**src/rtl/rvv_alu_seq_if.sv**
```systemverilog
// Issue channel from the core into the vector ALU sequencer.
// One decoded arithmetic instruction per valid/ready transfer.
interface rvv_alu_seq_if;
  logic        issue_valid;
  logic        issue_ready;
  logic [5:0]  issue_opcode;
  logic [2:0]  issue_op_type;
  logic        issue_mask;
  logic [2:0]  issue_vsew;
  logic [10:0] issue_vl;
  logic [4:0]  issue_vd;

  modport master (
    output issue_valid,
    output issue_opcode,
    output issue_op_type,
    output issue_mask,
    output issue_vsew,
    output issue_vl,
    output issue_vd,
    input  issue_ready
  );

  modport slave (
    input  issue_valid,
    input  issue_opcode,
    input  issue_op_type,
    input  issue_mask,
    input  issue_vsew,
    input  issue_vl,
    input  issue_vd,
    output issue_ready
  );
endinterface

```
**src/rtl/rvv_alu_seq.sv**
```systemverilog
// Vector ALU sequencer: drives the lane wrapper for one instruction
// and turns its lane results into registered write-back beats.
module rvv_alu_seq #(
  parameter int VLEN       = 128,
  parameter int LANE_WIDTH = 3,
  parameter int NB_LANES   = 1
) (
  input  logic                       clk,
  input  logic                       reset,
  rvv_alu_seq_if.slave               iss,
  output logic                       alu_run,
  output logic [5:0]                 alu_opcode,
  output logic [2:0]                 alu_op_type,
  output logic                       alu_mask,
  output logic [2:0]                 alu_vsew,
  output logic [10:0]                alu_vl,
  output logic [10:0]                alu_arith_remaining,
  input  logic                       alu_done,
  input  logic                       alu_instr_valid,
  input  logic [(64<<NB_LANES)-1:0]  alu_vd,
  input  logic [(10<<NB_LANES)-1:0]  alu_regi,
  input  logic [(1<<NB_LANES)-1:0]   alu_res,
  output logic                       wb_valid,
  output logic [4:0]                 wb_addr,
  output logic [(64<<NB_LANES)-1:0]  wb_data,
  output logic [(10<<NB_LANES)-1:0]  wb_index,
  output logic [(1<<NB_LANES)-1:0]   wb_lmask,
  output logic [3:0]                 wb_part,
  output logic                       complete,
  output logic                       illegal
);

  localparam int NL = 1 << NB_LANES;
  localparam int DW = 64 << NB_LANES;
  localparam int IW = 10 << NB_LANES;

  typedef enum logic [1:0] {
    S_IDLE,
    S_RUN,
    S_FIN
  } state_e;

  function automatic logic [10:0] calc_total(
    input logic        mask,
    input logic [2:0]  vsew,
    input logic [10:0] vl
  );
    int cap;
    cap = VLEN >> (int'(vsew) + 3);
    if (cap > 2047) cap = 2047;
    if (!mask && int'(vl) < cap) cap = int'(vl);
    return 11'(cap);
  endfunction

  function automatic logic [10:0] calc_step(
    input logic [10:0] vl
  );
    int m;
    int s;
    m = (int'(vl) < NL) ? int'(vl) : NL;
    s = 1;
    for (int i = 1; i <= NB_LANES; i++) begin
      if (m >= (1 << i)) s = 1 << i;
    end
    return 11'(s);
  endfunction

  // Elements wider than a lane take several sub-chunk cycles.
  function automatic logic [3:0] calc_subs_last(
    input logic [2:0] vsew
  );
    int sh;
    sh = int'(vsew) + 3 - LANE_WIDTH;
    if (sh < 0) sh = 0;
    if (sh > 4) sh = 4;
    return 4'((1 << sh) - 1);
  endfunction

  state_e        state_q, state_d;
  logic          ready_q, ready_d;
  logic          run_q, run_d;
  logic          first_q, first_d;
  logic [5:0]    opc_q, opc_d;
  logic [2:0]    opt_q, opt_d;
  logic          mask_q, mask_d;
  logic [2:0]    vsew_q, vsew_d;
  logic [10:0]   vl_q, vl_d;
  logic [4:0]    vd_q, vd_d;
  logic [10:0]   rem_q, rem_d;
  logic [10:0]   step_q, step_d;
  logic [3:0]    subl_q, subl_d;
  logic [3:0]    part_q, part_d;
  logic          wbv_q, wbv_d;
  logic [4:0]    wba_q, wba_d;
  logic [DW-1:0] wbd_q, wbd_d;
  logic [IW-1:0] wbi_q, wbi_d;
  logic [NL-1:0] wbm_q, wbm_d;
  logic [3:0]    wbp_q, wbp_d;
  logic          cpl_q, cpl_d;
  logic          ill_q, ill_d;

  logic [10:0]   total_w;
  logic [10:0]   step_w;
  logic [3:0]    subl_w;

  assign total_w = calc_total(iss.issue_mask,
                              iss.issue_vsew,
                              iss.issue_vl);
  assign step_w  = calc_step(iss.issue_vl);
  assign subl_w  = calc_subs_last(iss.issue_vsew);

  always_comb begin
    state_d = state_q;
    ready_d = ready_q;
    run_d   = run_q;
    first_d = first_q;
    opc_d   = opc_q;
    opt_d   = opt_q;
    mask_d  = mask_q;
    vsew_d  = vsew_q;
    vl_d    = vl_q;
    vd_d    = vd_q;
    rem_d   = rem_q;
    step_d  = step_q;
    subl_d  = subl_q;
    part_d  = part_q;
    wbv_d   = 1'b0;
    wba_d   = wba_q;
    wbd_d   = wbd_q;
    wbi_d   = wbi_q;
    wbm_d   = wbm_q;
    wbp_d   = wbp_q;
    cpl_d   = 1'b0;
    ill_d   = 1'b0;

    unique case (state_q)
      S_IDLE: begin
        if (iss.issue_valid && ready_q) begin
          opc_d   = iss.issue_opcode;
          opt_d   = iss.issue_op_type;
          mask_d  = iss.issue_mask;
          vsew_d  = iss.issue_vsew;
          vl_d    = iss.issue_vl;
          vd_d    = iss.issue_vd;
          rem_d   = total_w;
          step_d  = step_w;
          subl_d  = subl_w;
          part_d  = 4'd0;
          first_d = 1'b1;
          ready_d = 1'b0;
          if (total_w == 11'd0) begin
            state_d = S_FIN;
            cpl_d   = 1'b1;
          end else begin
            state_d = S_RUN;
            run_d   = 1'b1;
          end
        end
      end

      S_RUN: begin
        first_d = 1'b0;
        // Legality is only known once the wrapper has decoded.
        if (first_q && !alu_instr_valid) begin
          state_d = S_IDLE;
          run_d   = 1'b0;
          ready_d = 1'b1;
          ill_d   = 1'b1;
        end else begin
          if (alu_res != '0) begin
            wbv_d = 1'b1;
            wba_d = vd_q;
            wbd_d = alu_vd;
            wbi_d = alu_regi;
            wbm_d = alu_res;
            wbp_d = part_q;
          end
          if (part_q == subl_q) begin
            part_d = 4'd0;
            rem_d  = (rem_q > step_q) ?
                     rem_q - step_q : 11'd0;
          end else begin
            part_d = part_q + 4'd1;
          end
          if (alu_done) begin
            state_d = S_FIN;
            run_d   = 1'b0;
            cpl_d   = 1'b1;
          end
        end
      end

      S_FIN: begin
        state_d = S_IDLE;
        ready_d = 1'b1;
      end

      default: begin
        state_d = S_IDLE;
        ready_d = 1'b1;
        run_d   = 1'b0;
      end
    endcase
  end

  always_ff @(posedge clk) begin
    if (reset) begin
      state_q <= S_IDLE;
      ready_q <= 1'b1;
      run_q   <= 1'b0;
      first_q <= 1'b0;
      opc_q   <= '0;
      opt_q   <= '0;
      mask_q  <= 1'b0;
      vsew_q  <= '0;
      vl_q    <= '0;
      vd_q    <= '0;
      rem_q   <= '0;
      step_q  <= '0;
      subl_q  <= '0;
      part_q  <= '0;
      wbv_q   <= 1'b0;
      wba_q   <= '0;
      wbd_q   <= '0;
      wbi_q   <= '0;
      wbm_q   <= '0;
      wbp_q   <= '0;
      cpl_q   <= 1'b0;
      ill_q   <= 1'b0;
    end else begin
      state_q <= state_d;
      ready_q <= ready_d;
      run_q   <= run_d;
      first_q <= first_d;
      opc_q   <= opc_d;
      opt_q   <= opt_d;
      mask_q  <= mask_d;
      vsew_q  <= vsew_d;
      vl_q    <= vl_d;
      vd_q    <= vd_d;
      rem_q   <= rem_d;
      step_q  <= step_d;
      subl_q  <= subl_d;
      part_q  <= part_d;
      wbv_q   <= wbv_d;
      wba_q   <= wba_d;
      wbd_q   <= wbd_d;
      wbi_q   <= wbi_d;
      wbm_q   <= wbm_d;
      wbp_q   <= wbp_d;
      cpl_q   <= cpl_d;
      ill_q   <= ill_d;
    end
  end

  assign iss.issue_ready     = ready_q;
  assign alu_run             = run_q;
  assign alu_opcode          = opc_q;
  assign alu_op_type         = opt_q;
  assign alu_mask            = mask_q;
  assign alu_vsew            = vsew_q;
  assign alu_vl              = vl_q;
  assign alu_arith_remaining = rem_q;
  assign wb_valid            = wbv_q;
  assign wb_addr             = wba_q;
  assign wb_data             = wbd_q;
  assign wb_index            = wbi_q;
  assign wb_lmask            = wbm_q;
  assign wb_part             = wbp_q;
  assign complete            = cpl_q;
  assign illegal             = ill_q;

endmodule

```
**src/flat_wrapper.sv**
```systemverilog
// flat-port wrapper written by rule: the top's interface ports become plain ports
module rvv_alu_seq_flat 
#(
  parameter int VLEN       = 128,
  parameter int LANE_WIDTH = 3,
  parameter int NB_LANES   = 1
)
  (clk, reset, alu_run, alu_opcode, alu_op_type, alu_mask, alu_vsew, alu_vl, alu_arith_remaining, alu_done, alu_instr_valid, alu_vd, alu_regi, alu_res, wb_valid, wb_addr, wb_data, wb_index, wb_lmask, wb_part, complete, illegal, iss_issue_valid, iss_issue_opcode, iss_issue_op_type, iss_issue_mask, iss_issue_vsew, iss_issue_vl, iss_issue_vd, iss_issue_ready);
  rvv_alu_seq_if iss_i ();
  input  logic clk;
  input  logic reset;
  output logic alu_run;
  output logic [5:0] alu_opcode;
  output logic [2:0] alu_op_type;
  output logic alu_mask;
  output logic [2:0] alu_vsew;
  output logic [10:0] alu_vl;
  output logic [10:0] alu_arith_remaining;
  input  logic alu_done;
  input  logic alu_instr_valid;
  input  logic [(64<<NB_LANES)-1:0] alu_vd;
  input  logic [(10<<NB_LANES)-1:0] alu_regi;
  input  logic [(1<<NB_LANES)-1:0] alu_res;
  output logic wb_valid;
  output logic [4:0] wb_addr;
  output logic [(64<<NB_LANES)-1:0] wb_data;
  output logic [(10<<NB_LANES)-1:0] wb_index;
  output logic [(1<<NB_LANES)-1:0] wb_lmask;
  output logic [3:0] wb_part;
  output logic complete;
  output logic illegal;
  input wire logic [$bits(iss_i.issue_valid)-1:0] iss_issue_valid;
  input wire logic [$bits(iss_i.issue_opcode)-1:0] iss_issue_opcode;
  input wire logic [$bits(iss_i.issue_op_type)-1:0] iss_issue_op_type;
  input wire logic [$bits(iss_i.issue_mask)-1:0] iss_issue_mask;
  input wire logic [$bits(iss_i.issue_vsew)-1:0] iss_issue_vsew;
  input wire logic [$bits(iss_i.issue_vl)-1:0] iss_issue_vl;
  input wire logic [$bits(iss_i.issue_vd)-1:0] iss_issue_vd;
  output wire logic [$bits(iss_i.issue_ready)-1:0] iss_issue_ready;
  assign iss_i.issue_valid = iss_issue_valid;
  assign iss_i.issue_opcode = iss_issue_opcode;
  assign iss_i.issue_op_type = iss_issue_op_type;
  assign iss_i.issue_mask = iss_issue_mask;
  assign iss_i.issue_vsew = iss_issue_vsew;
  assign iss_i.issue_vl = iss_issue_vl;
  assign iss_i.issue_vd = iss_issue_vd;
  assign iss_issue_ready = iss_i.issue_ready;
  rvv_alu_seq #(.VLEN(VLEN), .LANE_WIDTH(LANE_WIDTH), .NB_LANES(NB_LANES)) u_core (.clk(clk), .reset(reset), .iss(iss_i), .alu_run(alu_run), .alu_opcode(alu_opcode), .alu_op_type(alu_op_type), .alu_mask(alu_mask), .alu_vsew(alu_vsew), .alu_vl(alu_vl), .alu_arith_remaining(alu_arith_remaining), .alu_done(alu_done), .alu_instr_valid(alu_instr_valid), .alu_vd(alu_vd), .alu_regi(alu_regi), .alu_res(alu_res), .wb_valid(wb_valid), .wb_addr(wb_addr), .wb_data(wb_data), .wb_index(wb_index), .wb_lmask(wb_lmask), .wb_part(wb_part), .complete(complete), .illegal(illegal));
endmodule
```
**config.mk**
```make
export PLATFORM = sky130hd
export DESIGN_NAME = rvv_alu_seq_flat
export DESIGN_NICKNAME = d
export VERILOG_FILES = /design/src/rtl/rvv_alu_seq_if.sv /design/src/rtl/rvv_alu_seq.sv /design/src/flat_wrapper.sv
export SDC_FILE = /design/constraint.sdc
export NUM_CORES = 1
export LEC_CHECK = 0
export BUFFER_PORTS_ARGS = -buffer_cell sky130_fd_sc_hd__buf_4
export CAP_MARGIN = 10
export CORE_AREA = 2 2 148 150
export CTS_CLUSTER_DIAMETER = 40
export DETAILED_ROUTE_END_ITERATION = 10
export DIE_AREA = 0 0 150 152
export PLACE_DENSITY = 0.78
export SLEW_MARGIN = 5
export SYNTH_ARGS = -nofsm -noshare
export SYNTH_HDL_FRONTEND = slang
export SYNTH_SLANG_ARGS = --single-unit
```
**constraint.sdc**
```tcl
create_clock -name clk -period 2.3 [get_ports clk]
set_clock_uncertainty 0.15 [all_clocks]
set_input_delay 0 -clock clk [delete_from_list [all_inputs] [get_ports clk]]
set_output_delay 0 -clock clk [all_outputs]
set_load 0.1 [all_outputs]
```
==> run summary <==
Status - completed
Drt pass-1 iters - 5
Final Wtd Congestion - 0.845
Post-synth EDFFs - 0
H-tree level count - 1
Initial antenna violation count - 1
WHS - 62.6 ps
GRT Util Overall - 27.2%
Die ar. - 0.0228 mm2
Pwr per Cell Area - 794 mW/mm2
Synth warn - 0
Initial Utilization - 38.5%
Fraction of layout cells with a size suffix above 1 - 30.8%
Critical path cell sequence - dlygate4sd3_1 > buf_4 > nand2b_4 > ha_4 > and4bb_1 > o21ai_2 > a2111oi_4 > buf_4 > mux2_4 > o22ai_2 > o2bb2ai_1
Die Ht - 152 um
First-pass GRT wire length - 50700 um
Num CTS Buffers - 31
Cell Int Power - 8030 uW
Routed len/inst - 17.2 um
Crit Path Max Fanout - 5
Leakage Power - 0.00619 uW
Count of pins over their slew limit - 0
Switch share - 31.0%
Mean Syn Cell Area - 7.83 um2
Crit path largest cell delay - 530 ps
Arrival time of the worst setup path - 2500 ps
Synth area leaders - dfxtp_1 (53%), nand2_1 (18%), a21oi_1 (13%), clkbuf_1 (2.8%), ha_1 (2.0%)
Chip Width - 150 um
Buffers & Inverters on Critical Path - 3
Post-Syn Instances - 1050
I/O Buffers - 382
Row cnt - 54
Yosys top cell by area - dfxtp_1
I/O pins - 383
Placed Area - 0.0115 mm2
Final worst slack - 104 ps
Seq/Total Area, Yosys - 52.8%
Core Region - 0.0214 mm2
Largest net degree at the start of global routing - 78
Drt total wl - 33000 um
Area Growth Syn to Fin - 78.3%
CP Data Required Time - 2600 ps
CTS root buffer - clkbuf_16
Nets - 1815
Seq pwr share - 34.6%
Clock share of power - 43.7%
Async S/R FF share, synth - 0%
Max cap viols - 0
Clock buffer depth - 3
Critical Path Source Type - input pin
CTS sink count - 217
Post-route minimum period - 2200 ps
CTS clock-pin slew for the worst setup and hold paths - 60 ps
Clk_lat worst skew - 530 ps
Worst path slowest cell - dlygate4sd3_1
Cell variety after synth - 51
Synthesized flop and latch total - 217
Top_reg_cell synth - dfxtp_1
Top delay family on crit path - buffers and inverters
Post-Syn Area - 0.00822 mm2
Cell repeated most along the worst path - buf_4
Worst min-delay path class - in2reg
First DRT Iteration DRCs - 561
F_max - 0.455 GHz
Via density - 5.10
Slew @ Worst Pin - 670 ps
Syn_nets - 1248
Fin. Hold Viols - 0
Layout fillers - 1439
Remaining global-route overflow - 0
Max_slew headroom - 55.3%
Sw Pwr - 3610 uW
Residual DRC count - 0
CTS tree - done
Kind of critical path - in2reg
Vias - 9804
Design Area, Final - 0.0147 mm2
Logic pwr share - 21.7%
Final period util - 95.5%
Pre-CTS setup slack - -132 ps
Post-DRT Antenna Nets - 0
Maximum VDD drop - 603 uV
Vias in the first global route - 9966
CP Capture Type - flip-flop
DPL Wire Length - 18200 um
Area share of the largest cell type after synthesis - 52.8%
# setup viols final - 0
-- power groups by stage --
stage	registers, uW	logic, uW	clock network (uW)
2_1_floorplan	5070	525	0
3_3_place_gp	4090	2160	0
3_5_place_dp	4100	2170	0
4_1_cts	4020	2450	5140
5_1_grt	4050	2640	5350
6_report	4030	2520	5090
-- Yosys cell counts (2+ instances only) --
cell,instances
a211oi_1,4
a21o_1,2
a21oi_1,209
a221o_1,2
a31oi_1,5
and3_1,2
buf_1,7
buf_2,2
clkbuf_1,62
dfxtp_1,217
ha_1,13
inv_1,12
mux2i_1,3
nand2_1,391
nand2b_1,6
nand3_1,4
nand4_1,2
nor2_1,32
nor2b_1,3
nor3_1,10
nor3b_1,2
nor4_1,3
o21a_1,2
o21ai_0,14
o22ai_1,2
or2_2,4
or4_1,2
or4b_1,2
xnor2_1,9
-- logic make-up after synthesis --
group,Yosys count,share of synthesized area (%)
AOI/OAI and AO/OA,249,16.2
xor gates and xnor gates,10,1.07
adders and majority gates,14,2.22
buffers and inverters,83,3.82
DFF,217,52.8
muxes,4,0.502
and+or+nand+nor,473,23.4
-- sequential cells by signal, indices dropped and copies added (netlist names), 2 cells and up --
name                        flops
u_core.alu_arith_remaining     11
u_core.alu_op_type              3
u_core.alu_opcode               6
u_core.alu_vl                  11
u_core.alu_vsew                 3
u_core.part_q                   4
u_core.state_q                  2
u_core.step_q                   2
u_core.subl_q                   4
u_core.vd_q                     5
u_core.wb_addr                  5
u_core.wb_data                128
u_core.wb_index                20
u_core.wb_lmask                 2
u_core.wb_part                  4
-- final cells by class --
class	instances	area (um2)	area share, %
antenna	2	5.00	0.0341
sequential	217	4360	29.8
inverter	12	45.0	0.307
tap	280	350	2.39
timing repair buffer	605	5120	34.9
clock buffer	35	821	5.60
multi-input combinational	750	3660	24.9
clock inverter	22	305	2.08
-- cells in the final DEF, fill, tap and decap left out, types with 11 or more instances in the layout --
cell type and n:
dfxtp_1 205, inv_1 11, a21oi_1 207, dlygate4sd3_1 192, o21ai_0 11, nor2_1 30
nand2_1 391, clkbuf_16 31, buf_4 404, ha_1 11
-- worst reg2reg max path, stage by stage (launching register included) --
cell and delay (ps):
dfxtp_4 340, inv_1 70, ha_1 170, inv_1 50, fa_1 380, or2_4 290
nor4_4 300, a21oi_2 90, o21ai_1 110, a21oi_1 70
-- through the flow --
step	cells	util, %	TNS, ps	total power (uW)
2_1_floorplan	1050	-	-1.62	5600
3_3_place_gp	1671	54.0	0	6250
3_5_place_dp	1671	54.0	-533	6270
4_1_cts	1920	68.3	0	11600
5_1_grt	1922	68.7	-4.82	12000
6_report	1923	68.7	0	11600
-- path summary, 6_finish.rpt --
path | start | endpoint | slack, ps | depth (start not counted)
max | iss_issue_vsew[2] | u_core.alu_arith_remaining[4] | 100 | 11
min | iss_issue_vsew[1] | u_core.subl_q[2] | 60 | 7
max reg2reg | u_core.alu_arith_remaining[0] | u_core.alu_arith_remaining[10] | 130 | 9
min reg2reg | u_core.wb_data[45] | u_core.wb_data[45] | 300 | 2
-- repair_timing --
action / CTS / global route
buffers inserted: 0 / 1
resized for setup: 0 / 17
endpoints found under the hold margin: 214 / 0
hold buffers: 192 / 0
setup endpoints to repair: 0 / 10
-- metal layers --
metal  GRT usage, %  part of all wire [%]
met3           8.44                   8.9
met2           46.1                    49
met1           29.0                    36
met5              0                     0
met4           17.8                   6.3
(Power assumes the default switching activity.)
